===== src/rtl/decode_stage.sv =====
// decode_stage: IF/ID latch plus instruction decode feeding the register file.
//
// The fetched instruction is held in the IF/ID latch; rsIdx/rtIdx are driven
// combinationally from it so the register file samples them on the same edge
// that registers the decoded controls. The registered outputs therefore line
// up with the register file's rsOut/rtOut read data.
//
// Ports:
//   clock, reset            rising-edge clock, asynchronous active-high reset
//   instrValid/instruction  fetched instruction word and its valid flag
//   pcIn                    PC of the fetched instruction
//   exStall                 downstream busy: freeze outputs and latch
//   flush                   squash latched and incoming instruction
//   fetchStall              fetch must re-present its instruction next cycle
//   rsIdx, rtIdx            register file read indices (combinational)
//   rdIdx, immOut, aluOp    registered destination, immediate, ALU operation
//   aluSrcImm .. jumpReg    registered control strobes
//   outValid, pcOut         registered valid flag and PC of the output slot
//   illegalInstr            (DECODE_ILLEGAL_TRAP_EN only) one-cycle pulse when
//                           an unsupported encoding reaches the outputs
//
// Build option: define DECODE_ILLEGAL_TRAP_EN to add illegalInstr and drop
// outValid for unsupported encodings.
module decode_stage #(
  parameter logic [31:0] RESET_PC = 32'h0000_0000,
  parameter logic [4:0]  LINK_REG = 5'd31
) (
  input  logic        clock,
  input  logic        reset,
  input  logic        instrValid,
  input  logic [31:0] instruction,
  input  logic [31:0] pcIn,
  input  logic        exStall,
  input  logic        flush,
  output logic        fetchStall,
  output logic [4:0]  rsIdx,
  output logic [4:0]  rtIdx,
  output logic [4:0]  rdIdx,
  output logic [31:0] immOut,
  output logic [3:0]  aluOp,
  output logic        aluSrcImm,
  output logic        memRead,
  output logic        memWrite,
  output logic        regWrite,
  output logic        branchEq,
  output logic        branchNe,
  output logic        jump,
  output logic        jumpReg,
  output logic        outValid,
  output logic [31:0] pcOut
`ifdef DECODE_ILLEGAL_TRAP_EN
  ,
  output logic        illegalInstr
`endif
);

  localparam logic [3:0] OP_ADD = 4'd0, OP_SUB = 4'd1, OP_AND = 4'd2, OP_OR  = 4'd3,
                         OP_XOR = 4'd4, OP_NOR = 4'd5, OP_SLT = 4'd6, OP_SLL = 4'd7,
                         OP_SRL = 4'd8, OP_LUI = 4'd9;

  typedef enum logic [1:0] {RUN, BUBBLE, HOLD} state_t;

  typedef struct packed {
    logic        valid;
    logic [31:0] pc;
    logic [4:0]  rd;
    logic [31:0] imm;
    logic [3:0]  op;
    logic        src, mr, mw, rw, beq, bne, j, jr;
  } ctl_t;

  state_t      state, state_nxt;
  logic [31:0] instr_q, instr_nxt, pc_q, pc_nxt;
  logic        lv_q, lv_nxt;
  ctl_t        ctl_q, ctl_nxt, dec;
  logic        dec_legal;
  logic        load_use, uses_rt;
`ifdef DECODE_ILLEGAL_TRAP_EN
  logic        ill_q, ill_nxt;
`endif

  logic [5:0]  opc, funct;
  logic [4:0]  rdf, shamt;
  logic [15:0] imm16;
  logic [31:0] sext;

  assign opc   = instr_q[31:26];
  assign rsIdx = instr_q[25:21];
  assign rtIdx = instr_q[20:16];
  assign rdf   = instr_q[15:11];
  assign shamt = instr_q[10:6];
  assign funct = instr_q[5:0];
  assign imm16 = instr_q[15:0];
  assign sext  = {{16{imm16[15]}}, imm16};

  // Decode of the latched word; valid/pc are filled in by the output logic.
  always_comb begin
    dec       = '0;
    dec_legal = 1'b1;
    case (opc)
      6'h00: begin
        dec.rd = rdf;
        dec.rw = 1'b1;
        case (funct)
          6'h20, 6'h21: dec.op = OP_ADD;
          6'h22, 6'h23: dec.op = OP_SUB;
          6'h24:        dec.op = OP_AND;
          6'h25:        dec.op = OP_OR;
          6'h26:        dec.op = OP_XOR;
          6'h27:        dec.op = OP_NOR;
          6'h2A:        dec.op = OP_SLT;
          6'h00: begin dec.op = OP_SLL; dec.src = 1'b1; dec.imm = {27'd0, shamt}; end
          6'h02: begin dec.op = OP_SRL; dec.src = 1'b1; dec.imm = {27'd0, shamt}; end
          6'h08: begin dec.jr = 1'b1; dec.rd = '0; dec.rw = 1'b0; end
          default: dec_legal = 1'b0;
        endcase
      end
      6'h08, 6'h09: begin dec.op = OP_ADD; dec.rd = rtIdx; dec.rw = 1'b1; dec.src = 1'b1; dec.imm = sext; end
      6'h0A: begin dec.op = OP_SLT; dec.rd = rtIdx; dec.rw = 1'b1; dec.src = 1'b1; dec.imm = sext; end
      6'h0C: begin dec.op = OP_AND; dec.rd = rtIdx; dec.rw = 1'b1; dec.src = 1'b1; dec.imm = {16'd0, imm16}; end
      6'h0D: begin dec.op = OP_OR;  dec.rd = rtIdx; dec.rw = 1'b1; dec.src = 1'b1; dec.imm = {16'd0, imm16}; end
      6'h0F: begin dec.op = OP_LUI; dec.rd = rtIdx; dec.rw = 1'b1; dec.src = 1'b1; dec.imm = {imm16, 16'd0}; end
      6'h23: begin dec.op = OP_ADD; dec.rd = rtIdx; dec.rw = 1'b1; dec.src = 1'b1; dec.imm = sext; dec.mr = 1'b1; end
      6'h2B: begin dec.op = OP_ADD; dec.src = 1'b1; dec.imm = sext; dec.mw = 1'b1; end
      6'h04: begin dec.op = OP_SUB; dec.beq = 1'b1; dec.imm = {sext[29:0], 2'b00}; end
      6'h05: begin dec.op = OP_SUB; dec.bne = 1'b1; dec.imm = {sext[29:0], 2'b00}; end
      6'h02: begin dec.j = 1'b1; dec.imm = {6'd0, instr_q[25:0]}; end
      6'h03: begin dec.j = 1'b1; dec.rd = LINK_REG; dec.rw = 1'b1; dec.imm = {6'd0, instr_q[25:0]}; end
      default: dec_legal = 1'b0;
    endcase
    if (dec.rd == 5'd0) dec.rw = 1'b0;
    if (!dec_legal)     dec    = '0;
  end

  // Load-use: LW in the output slot whose destination the latched word reads.
  assign uses_rt  = (opc == 6'h00) || (opc == 6'h2B) || (opc == 6'h04) || (opc == 6'h05);
  assign load_use = ctl_q.valid && ctl_q.mr && (ctl_q.rd != 5'd0) && lv_q &&
                    ((rsIdx == ctl_q.rd) || (uses_rt && (rtIdx == ctl_q.rd)));

  always_ff @(posedge clock or posedge reset) begin
    if (reset) begin
      state   <= RUN;
      instr_q <= '0;
      pc_q    <= RESET_PC;
      lv_q    <= 1'b0;
      ctl_q   <= ctl_t'{pc: RESET_PC, default: '0};
`ifdef DECODE_ILLEGAL_TRAP_EN
      ill_q   <= 1'b0;
`endif
    end else begin
      state   <= state_nxt;
      instr_q <= instr_nxt;
      pc_q    <= pc_nxt;
      lv_q    <= lv_nxt;
      ctl_q   <= ctl_nxt;
`ifdef DECODE_ILLEGAL_TRAP_EN
      ill_q   <= ill_nxt;
`endif
    end
  end

  always_comb begin
    state_nxt = RUN;
    case (state)
      BUBBLE:  if (!flush && exStall) state_nxt = HOLD;
      default: begin
        if (flush)         state_nxt = RUN;
        else if (exStall)  state_nxt = HOLD;
        else if (load_use) state_nxt = BUBBLE;
      end
    endcase
  end

  // Datapath/output selection keyed by the state being entered at the edge.
  always_comb begin
    instr_nxt  = instr_q;
    pc_nxt     = pc_q;
    lv_nxt     = lv_q;
    ctl_nxt    = ctl_q;
    fetchStall = !reset && (state_nxt != RUN);
`ifdef DECODE_ILLEGAL_TRAP_EN
    ill_nxt    = ill_q;
`endif
    if (flush || state_nxt == BUBBLE) begin
      ctl_nxt    = '0;
      ctl_nxt.pc = ctl_q.pc;
`ifdef DECODE_ILLEGAL_TRAP_EN
      ill_nxt    = 1'b0;
`endif
      if (flush) begin
        instr_nxt = '0;
        lv_nxt    = 1'b0;
      end
    end else if (state_nxt == RUN) begin
      ctl_nxt    = lv_q ? dec : '0;
      ctl_nxt.pc = pc_q;
`ifdef DECODE_ILLEGAL_TRAP_EN
      ctl_nxt.valid = lv_q && dec_legal;
      ill_nxt       = lv_q && !dec_legal;
`else
      ctl_nxt.valid = lv_q;
`endif
      instr_nxt = instrValid ? instruction : '0;
      lv_nxt    = instrValid;
      if (instrValid) pc_nxt = pcIn;
    end
  end

  assign rdIdx     = ctl_q.rd;
  assign immOut    = ctl_q.imm;
  assign aluOp     = ctl_q.op;
  assign aluSrcImm = ctl_q.src;
  assign memRead   = ctl_q.mr;
  assign memWrite  = ctl_q.mw;
  assign regWrite  = ctl_q.rw;
  assign branchEq  = ctl_q.beq;
  assign branchNe  = ctl_q.bne;
  assign jump      = ctl_q.j;
  assign jumpReg   = ctl_q.jr;
  assign outValid  = ctl_q.valid;
  assign pcOut     = ctl_q.pc;
`ifdef DECODE_ILLEGAL_TRAP_EN
  assign illegalInstr = ill_q;
`endif

endmodule


===== config.mk =====
export PLATFORM = sky130hd
export DESIGN_NAME = decode_stage
export DESIGN_NICKNAME = d
export VERILOG_FILES = /design/src/rtl/decode_stage.sv
export SDC_FILE = /design/constraint.sdc
export NUM_CORES = 1
export LEC_CHECK = 0
export ABC_AREA = 1
export BUFFER_PORTS_ARGS = -buffer_cell sky130_fd_sc_hd__buf_2
export CORE_MARGIN = 5
export CORE_UTILIZATION = 55
export CTS_CLUSTER_SIZE = 8
export DETAILED_ROUTE_END_ITERATION = 6
export PLACE_DENSITY_LB_ADDON = 0.05
export RECOVER_POWER = 25
export SLEW_MARGIN = 20
export SYNTH_ARGS = -nofsm -noshare
export SYNTH_HDL_FRONTEND = slang
export SYNTH_SLANG_ARGS = --single-unit

===== constraint.sdc =====
create_clock -name clock -period 10.6 [get_ports clock]
set_clock_uncertainty 0.2 [all_clocks]
set_input_delay 1.06 -clock clock [delete_from_list [all_inputs] [get_ports clock]]
set_output_delay 1.06 -clock clock [all_outputs]
set_load 0.005 [all_outputs]

======== Word level (Yosys, flattened, before mapping) ========
Index checks and enable logic that the tools add are counted.
storage, ports and cells
  flip-flop bits (word level) ............. 149
  bits in latches ......................... 0
  RAM bits ................................ 0
  ROM bits ................................ 0
  input bits .............................. 69
  output and inout bits ................... 93
  word-level logic and storage cells ...... 117
  memories kept ........................... 0
cells by class
  add/sub/neg operators ................... 0
  $mul .................................... 0
  div/mod/pow operators ................... 0
  magnitude comparators ................... 0
  equality and inequality tests ........... 28
  shifts and indexed selects .............. 0
  mux-type cells .......................... 36
  bitwise logic cells ..................... 1
  reduce and logical (&&, ||, !) cells .... 35
operators by type and width
  cell                count
  $pmux 32 s6         1
  $mux 82             2
  $mux 32             4
  $mux 49             2
  $eq 6x6->1 const B  11
  $eq 6x4->1 const B  7
  $pmux 4 s8          1
  $pmux 4 s6          1
  $reduce_or 12->1    2
  $eq 6x2->1 const B  3
  $reduce_or 8->1     2
  $mux 1              15
  $pmux 5 s3          1
  $eq 6x3->1 const B  2
  $logic_not 6->1     2
  $eq 5x5->1          2
  $mux 5              2
  $reduce_or 2->1     5
  $mux 2              4
  $logic_and 1x1->1   7
  $reduce_or 7->1     1
  $pmux 1 s2          3
  $logic_not 5->1     1
  $logic_or 1x1->1    5
  other kinds (10)    14

======== Depth between registers and ports, before layout ========
  depth after elaboration ................. 15
  depth in mapped cells ................... 13
  depth with buffers taken out ............ 12

======== Least setup slack after synthesis ========
Ideal clock, no wire load.
  path kind ............................... input to output
  start point ............................. input port flush
  end point ............................... output port fetchStall
  arrival time ............................ 2.225 ns
  required time ........................... 9.340 ns
  path slack .............................. 7.115 ns
  stages on the path ...................... 9
  buffers on the path ..................... 2
  path through ............................ buf_6 > nor3_4 > o2111ai_1 > nor2_1 > nand2_2 > nand2_4 > buf_6 > inv_1 > nor2_1
on the way
  word-level cells in the longest chain between the ends .. 6
  elaborated cells on any way between the ends .. 7
  classes of those cells .................. mux (3); reduce/logical (4)
ends and longest elaborated chain
  element              line  RTL
  from (decl)          34    input logic flush,
  $logic_not 1->1      165   BUBBLE: if (!flush && exStall) state_nxt = HOLD;
  $logic_and 1x1->1    165
  $mux 2               165
  $mux 2 *             164   case (state)
  $reduce_bool 2->1 *  180   fetchStall = !reset && (state_nxt != RUN);
  $logic_and 1x1->1 *  180
  to (decl)            35    output logic fetchStall,
Mark *: on every way between the ends. The rest lies on a longest branch, timed or not.

======== Final worst setup path ========
Ends and elaborated chain as after synthesis.

==> results.py <==
metrics = {
    "power": {
        "internal_power_mw": 1.048,
        "power.switching_mw": 0.3702,
        "p_leak_nw": 4.396,
        "p_sw_share_pct": 26.11,
        "finalPower_mw": 1.418,
        "clockPowerShare_pct": 42.8,
        "pwr-share-seq_pct": 46.0,
        "combinationalPowerShare_pct": 11.2,
        "ir_drop_mv": 0.1338,
        "powerDensity_mw_per_mm2": 173.2,
    },
    "worst_setup_path": {
        "critPathKind": "in -> out",
        "worstPathCellList": "buf_2 > buf_4 > nor2_2 > clkbuf_1 > clkinv_1 > nand2_4 > inv_1 > nor2_1 > buf_2",
        "cpLargestDelayFamily": "buffers and inverters",
        "worstPathMaxFanout": 66,
        "worst_path_most_repeated_cell": "buf_2",
        "crit_slowest_cell": "clkbuf_1",
        "crit_buf_inv": 6,
        "cp-start-kind": "primary input",
        "cp-end-kind": "primary output",
        "worst_ep_arrival_time_ns": 4.93,
        "crit_required_ns": 9.34,
        "slowest_delay_ns": 1.43,
    },
    "cells_and_area": {
        "nNetsFinal": 1026,
        "area_growth_pct": 18.64,
        "diodes": 0,
        "final_area_mm2": 0.008187,
        "final_common_cell": "nand2_1",
        "fin_cells": 1142,
        "drive_gt1_share_pct": 21.44,
        "layout_common_cells": "268 x nand2_1, 159 x buf_2, 149 x dfrtp_1",
    },
    "logic_synthesis": {
        "ys_async_sr_fraction_pct": 100.0,
        "yosys_register_bits": 149,
        "yosysSeqAreaShare_pct": 54.03,
        "synth_nets": 894,
        "synthCells": 825,
        "yosysUniqueCellTypes": 37,
        "synth_area_mm2": 0.006900,
        "synth-edff-count": 0,
        "avgSynthCellArea_um2": 8.364,
        "ys.flop_type": "dfrtp_1",
        "yosysWarnings": 0,
    },
    "global_routing": {
        "grt_pass1_wl_um": 29830,
        "antenna_found_initial": 0,
        "grt_pass1_vias": 5869,
        "grt_use_total_pct": 25.64,
        "grt_overflow_total": 0,
        "grt_max_degree": 92,
    },
    "detailed_routing": {
        "drt-initial-drc-count": 555,
        "drc": 0,
        "vias": 6079,
        "drt-total-wl_um": 18330,
        "wire_per_inst_um": 16.05,
        "vias_per_cell": 5.323,
        "postRouteAntennaNets": 0,
        "first_pass_iters": 5,
    },
    "clock_network": {
        "clock_latency_ns": 0.43,
        "cts_buffers": 17,
        "clock_path_buffers": 2,
        "cts_resized": 0,
        "postCtsHoldBufs": 0,
        "clkSlewWorstSetupHoldPaths_ns": 0.06,
        "root_buffer": "clkbuf_16",
        "cts_setup_buffers": 0,
        "h-tree-depth": 4,
        "cts_tree": "yes",
        "cts_num_sinks": 149,
    },
    "timing": {
        "relSlewSlack_pct": -164.6,
        "fin_hold_ws_ns": 0.2718,
        "setup_viol": 0,
        "worst_pin_slew_ns": 3.948,
        "hold_viol": 0,
        "drv_slew": 140,
        "clock.fmax_ghz": 0.1616,
        "min_period_ns": 6.188,
        "layout_worst_path_cycle_share_pct": 58.37,
        "setup_tns_ns": 0,
        "rsz0062_at_grt": "no",
    },
    "placed_design": {
        "hpwl_um": 12450,
        "placedCellCount": 1110,
        "post_dp_cell_area_mm2": 0.007607,
        "gp_congestion": 0.9147,
        "portBuffers": 161,
    },
    "floorplanning": {
        "initial_core_util_pct": 55.35,
        "design.die.area_mm2": 0.01489,
        "die_h_um": 122.0,
        "fp-row-count": 41,
        "core_area_mm2": 0.01247,
        "die_w_um": 122.0,
        "io_pins": 162,
    },
    "flow_run": {
        "cap_violations": 2,
    },
    "hold_path": {
        "hold_class": "reg -> reg",
    },
    "status": {
        "status": "finished with violations",
        "violations": "max-capacitance violations, max-slew violations",
    },
}
[metrics by stage]
step | util [%] | setup slack [ns]
4_1_cts | 65.75 | 5.970
2_1_floorplan | - | 5.332
3_5_place_dp | 61.03 | 5.967
5_1_grt | 65.67 | 3.987
3_3_place_gp | 61.03 | 6.005
6_report | 65.67 | 4.412
[registers in the layout, indices dropped and copies added, names as in the netlist, 2 cells and up]
name / flops
immOut: 32
pc_q: 32
instr_q: 32
state: 2
pcOut: 32
rdIdx: 5
aluOp: 4
[kinds of logic after synthesis]
logic type	share of synthesized area, %
simple gates	23.32
compound gates	12.53
flops	54.03
buf+inv	9.610
xor+xnor	0.5078
[path summary, 6_finish.rpt]
check	startpoint	endpoint	slack, ns	depth (start not counted)
min in group asynchronous	reset	pcOut[2]$_DFFE_PP0P_	1.60	2
max in group asynchronous	reset	instr_q[12]$_DFFE_PP0P_	6.57	3
setup reg to reg	instr_q[27]$_DFFE_PP0P_	pc_q[7]$_DFFE_PP0P_	7.53	10
hold reg to reg	pc_q[20]$_DFFE_PP0P_	pcOut[20]$_DFFE_PP0P_	0.27	2
hold / removal	pc_q[20]$_DFFE_PP0P_	pcOut[20]$_DFFE_PP0P_	0.27	2
setup / recovery	flush	fetchStall	4.41	9
[worst reg2reg max path: stages, from the launching register on]
cell and delay, ns:
dfrtp_1 0.48, inv_1 0.15, nand3_1 0.19, nand3_1 0.12
nand2_1 0.08, nand2_1 0.05, nand2_2 0.17, nand2_4 0.40
nor2_8 0.84, nand3_1 0.22, nand2_1 0.11
[cell type report]
type	instances	area [um2]
Clock buffer	19	432.9
Sequential cell	149	3729
Fill cell	1124	4279
Timing Repair Buffer	165	829.5
Tap cell	172	215.2
Inverter	83	312.8
Clock inverter	13	156.4
Multi-Input combinational cell	541	2511
[per-layer routing]
metal  routed length (um)  part of all wire, %  GRT usage (%)
met2                 8789                   48          40.30
met4                  239                  1.3          8.123
met1                 7916                   43          36.11
met3                 1381                  7.5          5.200
met5                    0                    0              0
[power groups by stage]
stage                     logic [mW]  clock network, mW  registers [mW]
after floorplan                0.102                  0           0.654
after global placement         0.155                  0           0.660
after detailed placement       0.160                  0           0.661
after CTS                      0.161              0.611           0.652
after global routing           0.182              0.638           0.658
final                          0.159              0.607           0.653
[synthesized netlist by cell type (12+ instances only)]
master     n  area, um2
buf_4     13      97.59
dfrtp_1  149       3729
buf_2     12      60.06
o21ai_0   58      290.3
a21oi_1   12      60.06
nor2_1    27      101.4
nand2_1  268       1006
nand3_1   59      295.3
inv_1     80      300.3
a22oi_1   16      120.1
o21ai_1   51      255.2
buf_6     12      135.1
(Power assumes the default switching activity.)
